## src/rtl/aes_dec_pkg.sv

```systemverilog
// Shared types and helpers for the AES decrypt round datapath.
package aes_dec_pkg;

    localparam int unsigned AES_STATE_W = 128;
    localparam int unsigned AES_COL_W   = 32;
    localparam int unsigned AES_NCOL    = AES_STATE_W / AES_COL_W;

    typedef enum logic [1:0] {
        IDLE = 2'd0,
        RUN  = 2'd1,
        DONE = 2'd2
    } imix_state_e;

    // Column 0 lives in the most significant word of the state.
    function automatic logic [AES_COL_W-1:0] col_sel(input logic [AES_STATE_W-1:0] state,
                                                     input logic [1:0]             idx);
        return state[AES_STATE_W - 1 - AES_COL_W * 32'(idx) -: AES_COL_W];
    endfunction

endpackage

```

## src/rtl/imix_single_col.sv

```systemverilog
// Combinational InvMixColumns of one 32-bit column over GF(2^8), x^8+x^4+x^3+x+1.
module imix_single_col
    import aes_dec_pkg::*;
(
    input  logic [AES_COL_W-1:0] i_col,
    output logic [AES_COL_W-1:0] o_col
);

    function automatic logic [7:0] xt(input logic [7:0] b);
        return {b[6:0], 1'b0} ^ (b[7] ? 8'h1b : 8'h00);
    endfunction

    logic [7:0] w_a   [4];
    logic [7:0] w_x2  [4];
    logic [7:0] w_x4  [4];
    logic [7:0] w_x8  [4];
    logic [7:0] w_m9  [4];
    logic [7:0] w_m11 [4];
    logic [7:0] w_m13 [4];
    logic [7:0] w_m14 [4];

    // Multiples 9, 11, 13, 14 built from repeated doubling.
    always_comb begin
        for (int unsigned r = 0; r < 4; r++) begin
            w_a[r]   = i_col[AES_COL_W - 1 - 8 * r -: 8];
            w_x2[r]  = xt(w_a[r]);
            w_x4[r]  = xt(w_x2[r]);
            w_x8[r]  = xt(w_x4[r]);
            w_m9[r]  = w_x8[r] ^ w_a[r];
            w_m11[r] = w_x8[r] ^ w_x2[r] ^ w_a[r];
            w_m13[r] = w_x8[r] ^ w_x4[r] ^ w_a[r];
            w_m14[r] = w_x8[r] ^ w_x4[r] ^ w_x2[r];
        end
    end

    assign o_col = {w_m14[0] ^ w_m11[1] ^ w_m13[2] ^ w_m9[3],
                    w_m9[0]  ^ w_m14[1] ^ w_m11[2] ^ w_m13[3],
                    w_m13[0] ^ w_m9[1]  ^ w_m14[2] ^ w_m11[3],
                    w_m11[0] ^ w_m13[1] ^ w_m9[2]  ^ w_m14[3]};

endmodule

```

## src/rtl/imix_col_sequencer.sv

```systemverilog
// Iterative InvMixColumns: time-shares COLS_PER_CYC column units over the 4 state columns,
// with a per-block bypass for rounds without InvMixColumns.
module imix_col_sequencer
    import aes_dec_pkg::*;
#(
    parameter int unsigned COLS_PER_CYC = 1
) (
    input  logic                   clk,
    input  logic                   rst,
    input  logic                   in_valid,
    output logic                   in_ready,
    input  logic [AES_STATE_W-1:0] in_data,
    input  logic                   in_bypass,
    output logic                   out_valid,
    input  logic                   out_ready,
    output logic [AES_STATE_W-1:0] out_data,
    output logic                   busy
);

    localparam int unsigned NGRP  = AES_NCOL / COLS_PER_CYC;
    localparam int unsigned GRP_W = (NGRP > 1) ? $clog2(NGRP) : 1;

    if (COLS_PER_CYC != 1 && COLS_PER_CYC != 2 && COLS_PER_CYC != 4) begin : g_bad_cols
        $error("imix_col_sequencer: COLS_PER_CYC must be 1, 2 or 4");
    end

    imix_state_e            r_state;
    imix_state_e            w_state_nxt;
    logic [GRP_W-1:0]       r_grp_cnt;
    logic [AES_STATE_W-1:0] r_data_q;
    logic [AES_STATE_W-1:0] w_data_mix;
    logic                   w_in_fire;
    logic                   w_grp_last;
    logic [1:0]             w_col_idx [COLS_PER_CYC];
    logic [AES_COL_W-1:0]   w_col_in  [COLS_PER_CYC];
    logic [AES_COL_W-1:0]   w_col_out [COLS_PER_CYC];

    assign w_in_fire  = in_valid && (r_state == IDLE);
    assign w_grp_last = (r_grp_cnt == GRP_W'(NGRP - 1));

    for (genvar k = 0; k < COLS_PER_CYC; k++) begin : g_col
        assign w_col_idx[k] = 2'(32'(r_grp_cnt) * COLS_PER_CYC + 32'(k));
        assign w_col_in[k]  = col_sel(r_data_q, w_col_idx[k]);

        imix_single_col u_col (
            .i_col (w_col_in[k]),
            .o_col (w_col_out[k])
        );
    end

    // Replace only the columns of the current group; the rest hold.
    always_comb begin
        w_data_mix = r_data_q;
        for (int unsigned k = 0; k < COLS_PER_CYC; k++) begin
            w_data_mix[AES_STATE_W - 1 - AES_COL_W * 32'(w_col_idx[k]) -: AES_COL_W] = w_col_out[k];
        end
    end

    always_ff @(posedge clk) begin
        if (rst) begin
            r_state <= IDLE;
        end else begin
            r_state <= w_state_nxt;
        end
    end

    always_comb begin
        w_state_nxt = r_state;
        case (r_state)
            IDLE:    if (in_valid) w_state_nxt = in_bypass ? DONE : RUN;
            RUN:     if (w_grp_last) w_state_nxt = DONE;
            DONE:    if (out_ready) w_state_nxt = IDLE;
            default: w_state_nxt = IDLE;
        endcase
    end

    always_ff @(posedge clk) begin
        if (rst) begin
            r_data_q  <= '0;
            r_grp_cnt <= '0;
        end else if (w_in_fire) begin
            r_data_q  <= in_data;
            r_grp_cnt <= '0;
        end else if (r_state == RUN) begin
            r_data_q  <= w_data_mix;
            r_grp_cnt <= w_grp_last ? '0 : r_grp_cnt + GRP_W'(1);
        end
    end

    assign in_ready  = (r_state == IDLE);
    assign out_valid = (r_state == DONE);
    assign busy      = (r_state == RUN) || (r_state == DONE);
    assign out_data  = r_data_q;

endmodule
```

## config.mk

```make
export PLATFORM = sky130hd
export DESIGN_NAME = imix_col_sequencer
export DESIGN_NICKNAME = d
export VERILOG_FILES = /design/src/rtl/aes_dec_pkg.sv /design/src/rtl/imix_single_col.sv /design/src/rtl/imix_col_sequencer.sv
export SDC_FILE = /design/constraint.sdc
export NUM_CORES = 1
export LEC_CHECK = 0
export CORE_UTILIZATION = 50
export CTS_CLUSTER_DIAMETER = 50
export DETAILED_ROUTE_END_ITERATION = 6
export GPL_ROUTABILITY_DRIVEN = 0
export PLACE_DENSITY = 0.95
export SLEW_MARGIN = 0
export SYNTH_ARGS = -nofsm -noshare
export SYNTH_HDL_FRONTEND = slang
export SYNTH_SLANG_ARGS = --single-unit
```

## constraint.sdc

```tcl
create_clock -name clk -period 4.72 [get_ports clk]
set_input_delay 0.944 -clock clk [delete_from_list [all_inputs] [get_ports clk]]
set_output_delay 0.944 -clock clk [all_outputs]
set_load 0.1 [all_outputs]
```

* After elaboration in Yosys (flattened, before gate mapping)
Index checks and enable logic that the tools add are counted.
** Word-level totals
- Register bits :: 132
- Input bits :: 133
- Logic and storage cells :: 90
** Operators by class
- $add $sub $neg :: 3
- Equal/unequal tests :: 6
- Shifts and indexed selects :: 3
- Muxes and demuxes :: 21
- Bitwise logic cells :: 48
- Reduce and logical (&&, ||, !) cells :: 6
** Operators by type and width (number)
- XOR 8 bit :: 48
- 2-to-1 mux 128 bit :: 2
- variable shift 32 x 34 -> 159 bit (first input constant) :: 1
- indexed part select 159 x 33 -> 32 bit :: 1
- indexed part select 32 x 34 -> 159 bit :: 1
- bitwise mux 128 bit :: 1
- 2-to-1 mux 5 bit :: 12
- negation 32 -> 34 bit :: 1
- 2-to-1 mux 2 bit :: 5
- subtractor 7 x 7 -> 8 bit (first input constant) :: 1
- one-hot mux 2 bit (3 select lines) :: 1
- equality test 2 bit (second input constant) :: 2
- inequality test 2 bit (second input constant) :: 2
- AND reduction 3 bit :: 1
- adder 2 x 1 -> 2 bit (second input constant) :: 1
- equality test 2 x 1 -> 1 bit (second input constant) :: 1
- zero test 2 bit :: 1
- inequality test 2 x 1 -> 1 bit (second input constant) :: 1
- nonzero test 2 bit :: 1
- OR reduction 2 bit :: 1
- logical AND 1 bit :: 1
- logical OR 1 bit :: 1

* Depth between registers and ports, before layout
- Word-level depth :: 17
- Depth in mapped cells :: 11
- Mapped depth without buffers :: 7

* By module
From an unflattened synthesis, not the netlist that was laid out.
** Second synthesis, totals
- Cells, all modules :: 748
- Area, all modules :: 7943.9 um^2
** Modules (own cells, without submodules)
- imix_col_sequencer :: instances 1, cells each 545, area each 5739.3 um^2, sequential area each 2642.5 um^2
- imix_single_col :: instances 1, cells each 203, area each 2204.6 um^2, sequential area each 0.0 um^2

* Worst setup path before layout
Ideal clock, no wire load.
- Path kind :: reg2reg
- Start point :: register r_data_q[86] (netlist: out_data[86])
- End point :: register r_data_q[3] (netlist: out_data[3])
- Setup time :: 0.128 ns
- Data arrival time :: 3.361 ns
- Required time :: 4.592 ns
- Setup slack :: 1.232 ns
- Cell stages (with the launch flop) :: 9
- Path buffers :: 1
- Period minus slack after synthesis :: 3.488 ns
- Path through :: dfxtp_1 > mux4_1 > buf_2 > xnor3_1 > xnor3_1 > xnor3_2 > xor2_1 > a222oi_1 > nor2_1
** Between the ends
- Cells in the longest elaborated chain, start to end :: 14
- Elaborated cells between the ends (all ways) :: 65
** RTL lines
- start: declaration :: line imix_col_sequencer.sv:30 : logic [AES_STATE_W-1:0] r_data_q;
- start signal: assignment :: line imix_col_sequencer.sv:82 : r_data_q <= in_data;
- start signal: assignment :: line imix_col_sequencer.sv:85 : r_data_q <= w_data_mix;
- indexed part select 159 x 33 -> 32 bit (*) :: line aes_dec_pkg.sv:17 : return state[AES_STATE_W - 1 - AES_COL_W * 32'(idx) -: AES_COL_W];
- XOR 8 bit or 2-to-1 mux 5 bit (tied branches) (2 in a row) :: line imix_single_col.sv:10 : return {b[6:0], 1'b0} ^ (b[7] ? 8'h1b : 8'h00);
- 2-to-1 mux 5 bit or XOR 8 bit (tied branches) :: line imix_single_col.sv:10
- XOR 8 bit :: line imix_single_col.sv:10
- XOR 8 bit, on equally long branches (2 in a row) :: line imix_single_col.sv:30, imix_single_col.sv:31, imix_single_col.sv:32
- XOR 8 bit, on equally long branches (3 in a row)
- indexed part select 32 x 34 -> 159 bit (*) :: line imix_col_sequencer.sv:55 : w_data_mix[AES_STATE_W - 1 - AES_COL_W * 32'(w_col_idx[k]) -: AES_COL_W] = w_col_out[k];
- bitwise mux 128 bit (*) :: line imix_col_sequencer.sv:55
- 2-to-1 mux 128 bit (*) :: line imix_col_sequencer.sv:84 : end else if (r_state == RUN) begin
- 2-to-1 mux 128 bit (*) :: line imix_col_sequencer.sv:81 : end else if (w_in_fire) begin
Every way passes the cells marked *; elsewhere a longest branch is shown, timed or not. The select of a mux whose other input is x is not followed.
A chain may end at the register's enable or synchronous reset.

* Worst setup path in the final report
- Start point :: register r_grp_cnt[0]
- End point :: register r_data_q[115] (netlist: out_data[115])
** Between the ends
- Cells in the longest elaborated chain, start to end :: 15
- Elaborated cells between the ends (all ways) :: 68
** RTL lines
- start: declaration :: line imix_col_sequencer.sv:29 : logic [GRP_W-1:0] r_grp_cnt;
- start signal: assignment :: line imix_col_sequencer.sv:86 : r_grp_cnt <= w_grp_last ? '0 : r_grp_cnt + GRP_W'(1);
- subtractor 7 x 7 -> 8 bit (*) :: line aes_dec_pkg.sv:17, imix_col_sequencer.sv:55
- indexed part select 159 x 33 -> 32 bit :: line aes_dec_pkg.sv:17
- XOR 8 bit or 2-to-1 mux 5 bit (tied branches) (2 in a row) :: line imix_single_col.sv:10
- 2-to-1 mux 5 bit or XOR 8 bit (tied branches) :: line imix_single_col.sv:10
- XOR 8 bit :: line imix_single_col.sv:10
- XOR 8 bit, on equally long branches (2 in a row) :: line imix_single_col.sv:30, imix_single_col.sv:31, imix_single_col.sv:32
- XOR 8 bit, on equally long branches (3 in a row)
- indexed part select 32 x 34 -> 159 bit :: line imix_col_sequencer.sv:55
- bitwise mux 128 bit (*) :: line imix_col_sequencer.sv:55
- 2-to-1 mux 128 bit (*) :: line imix_col_sequencer.sv:84
- 2-to-1 mux 128 bit (*) :: line imix_col_sequencer.sv:81
Marked as above.

==> flow_summary.ini <==
[layout]
areaGrowthSynthToFinish_pct = 38.8
drive_gt1_share_pct = 12.0
final_common_cell = clkdlybuf4s50_1
final_cell_mix = clkdlybuf4s50_1 (262), nor2_1 (130), dfxtp_1 (130)
final_nets = 1085
antenna_cells = 0

[cts]
cts_root_buf = clkbuf_16
cts_buffers = 17
cts_setup_buffers = 0
insertion_delay_ns = 0.44
clock_path_buffers = 2
hold_buffers = 0
cts_resized = 0
cts_sinks = 132
htreeDepth = 4
cts_tree = built
clk_pin_slew_worst_paths_ns = 0.06

[logic_synthesis]
synth_edf_count = 0
ys_seq_area_share_pct = 32.5
ys_ff_latch = 132
synthFlopType = dfxtp_1
synthCells = 728
synth_cell_types = 34
synth_area_um2 = 8120
yosys_warnings = 0
async_flop_share_pct = 0
avgSynthCellArea_um2 = 11.2
syn_nets = 868

[floorplanning]
die_w_um = 129
die_y_um = 129
die-area_um2 = 16800
core_region_area_um2 = 15900
start_util_pct = 51.1
io_pins = 264
placementRows = 46

[global_route]
grt_start_max_net_pins = 100
grt_pass1_wl_mm = 48.5
grt_pass1_vias = 8053
grt_usage_pct = 39.4
antenna_found_initial = 0
overflow = 0

[sta]
period_share_pct = 90.5
setup_violations = 0
max_freq_mhz = 234
hold_viol_final = 0
min_period_ns = 4.27
clock_skew_ns = 0.0123
tns_ns = 0
worst_pin_slew_ns = 1.19
drv_slew = 0
slew-limit-headroom_pct = 20.8
rsz0062_at_grt = false

[setup_path]
path_max_fanout = 20
setup.worst_path.start_class = register
crit_arrival_ns = 4.63
path_class = reg2reg
r2r-end = out_data[115]$_SDFFE_PP0P_
end_kind = register
cp.required_ns = 5.08
r2r_slack_ns = 0.45
reg2reg_depth = 7
regToRegStartpoint = r_grp_cnt[0]$_SDFFE_PP0P_

[outcome]
violations = design-rule violations
status = complete, but fails checks

[placed_design]
dp.final_hpwl_mm = 21.7
port_buffers = 263

[routing]
num_vias = 8222
wire_per_inst_um = 28.0
ant_nets = 0
drcViolationCount = 70
routed_wl_mm = 32.8
via_per_inst = 7.02
drtPass1Iterations = 7
drtIter0Drc = 2286

[hold_path]
holdPathStages = 2
hp-class = reg2reg
hp-start = r_state[0]$_SDFFE_PP0P_
whs_endpoint = r_state[0]$_SDFFE_PP0P_

[job]
cap_violations = 0
-- critical path, stage by stage (launching register included) --
cell      delay [ns]
dfxtp_2         0.84
mux4_1          0.92
xnor3_1         0.53
xnor3_1         0.46
xnor3_2         0.49
xnor2_1         0.56
a222oi_1        0.21
nor2_1          0.17
-- Yosys cell counts, types with 11 or more instances --
cell type,n,area (µm²)
nor2_1,130,488
xnor3_1,17,383
dfxtp_1,132,2640
clkbuf_1,55,206
xor2_1,30,263
mux4_2,31,698
xnor2_1,111,972
xnor2_2,11,179
a222oi_1,129,1290
-- cells by family (layout without fill, tap and decap cells) --
kind of cell	count (synthesis)	in the layout	share of synthesized area, %
buffers and inverters	84	311	5.31
DFF	132	132	32.5
muxes	34	34	9.16
and+or+nand+nor	143	143	6.90
xor gates and xnor gates	192	192	28.7
adders and majority gates	7	7	1.08
AOI/OAI and AO/OA	136	136	16.4
-- sequential cells by signal, summed over array words and instances (netlist names) --
signal	flops
r_state	2
out_data	128
r_grp_cnt	2
-- layer usage --
metal / vias to the layer above / global-route usage [%] / routed length (µm)
met1: 3864 / 47.5 / 10400
met4: 0 / 22.7 / 2310
met3: 219 / 10.7 / 4700
met5: - / 0 / 0
li1: 3218 / - / -
met2: 921 / 63.7 / 15400
-- final cells by class --
class	instances	area, µm²
Multi-Input combinational cell	512	5110
Sequential cell	132	2650
Clock inverter	11	66.3
Inverter	7	26.3
Clock buffer	18	439
Timing Repair Buffer	275	2720
Tap cell	216	270
Fill cell	1056	4610
-- worst max path at each step --
stage	startpoint	endpoint	cells after the start
after global routing	r_grp_cnt[0]$_SDFFE_PP0P_	out_data[115]$_SDFFE_PP0P_	7
final	r_grp_cnt[0]$_SDFFE_PP0P_	out_data[115]$_SDFFE_PP0P_	7
after CTS	r_grp_cnt[0]$_SDFFE_PP0P_	out_data[115]$_SDFFE_PP0P_	7
after global placement	r_grp_cnt[0]$_SDFFE_PP0P_	out_data[124]$_SDFFE_PP0P_	8
after floorplan	out_data[86]$_SDFFE_PP0P_	out_data[3]$_SDFFE_PP0P_	8
after detailed placement	r_grp_cnt[0]$_SDFFE_PP0P_	out_data[115]$_SDFFE_PP0P_	7
-- through the flow --
| stage | utilization [%] | hold slack [ns] | std cells | setup WS (ns) | instance area, µm² |
|---|---|---|---|---|---|
| floorplan | - | 0.463 | 728 | 1.23 | 8120 |
| global placement | 67.8 | 0.481 | 1142 | 0.776 | 10800 |
| detailed placement | 67.8 | 0.492 | 1142 | 0.664 | 10800 |
| CTS | 71.0 | 0.504 | 1171 | 0.577 | 11300 |
| global route | 71.0 | 0.521 | 1171 | 0.343 | 11300 |
| finish | 71.0 | 0.506 | 1171 | 0.450 | 11300 |
Power is not shown: default switching activity piles up to over one toggle a cycle in this logic, so the estimate is an artifact.
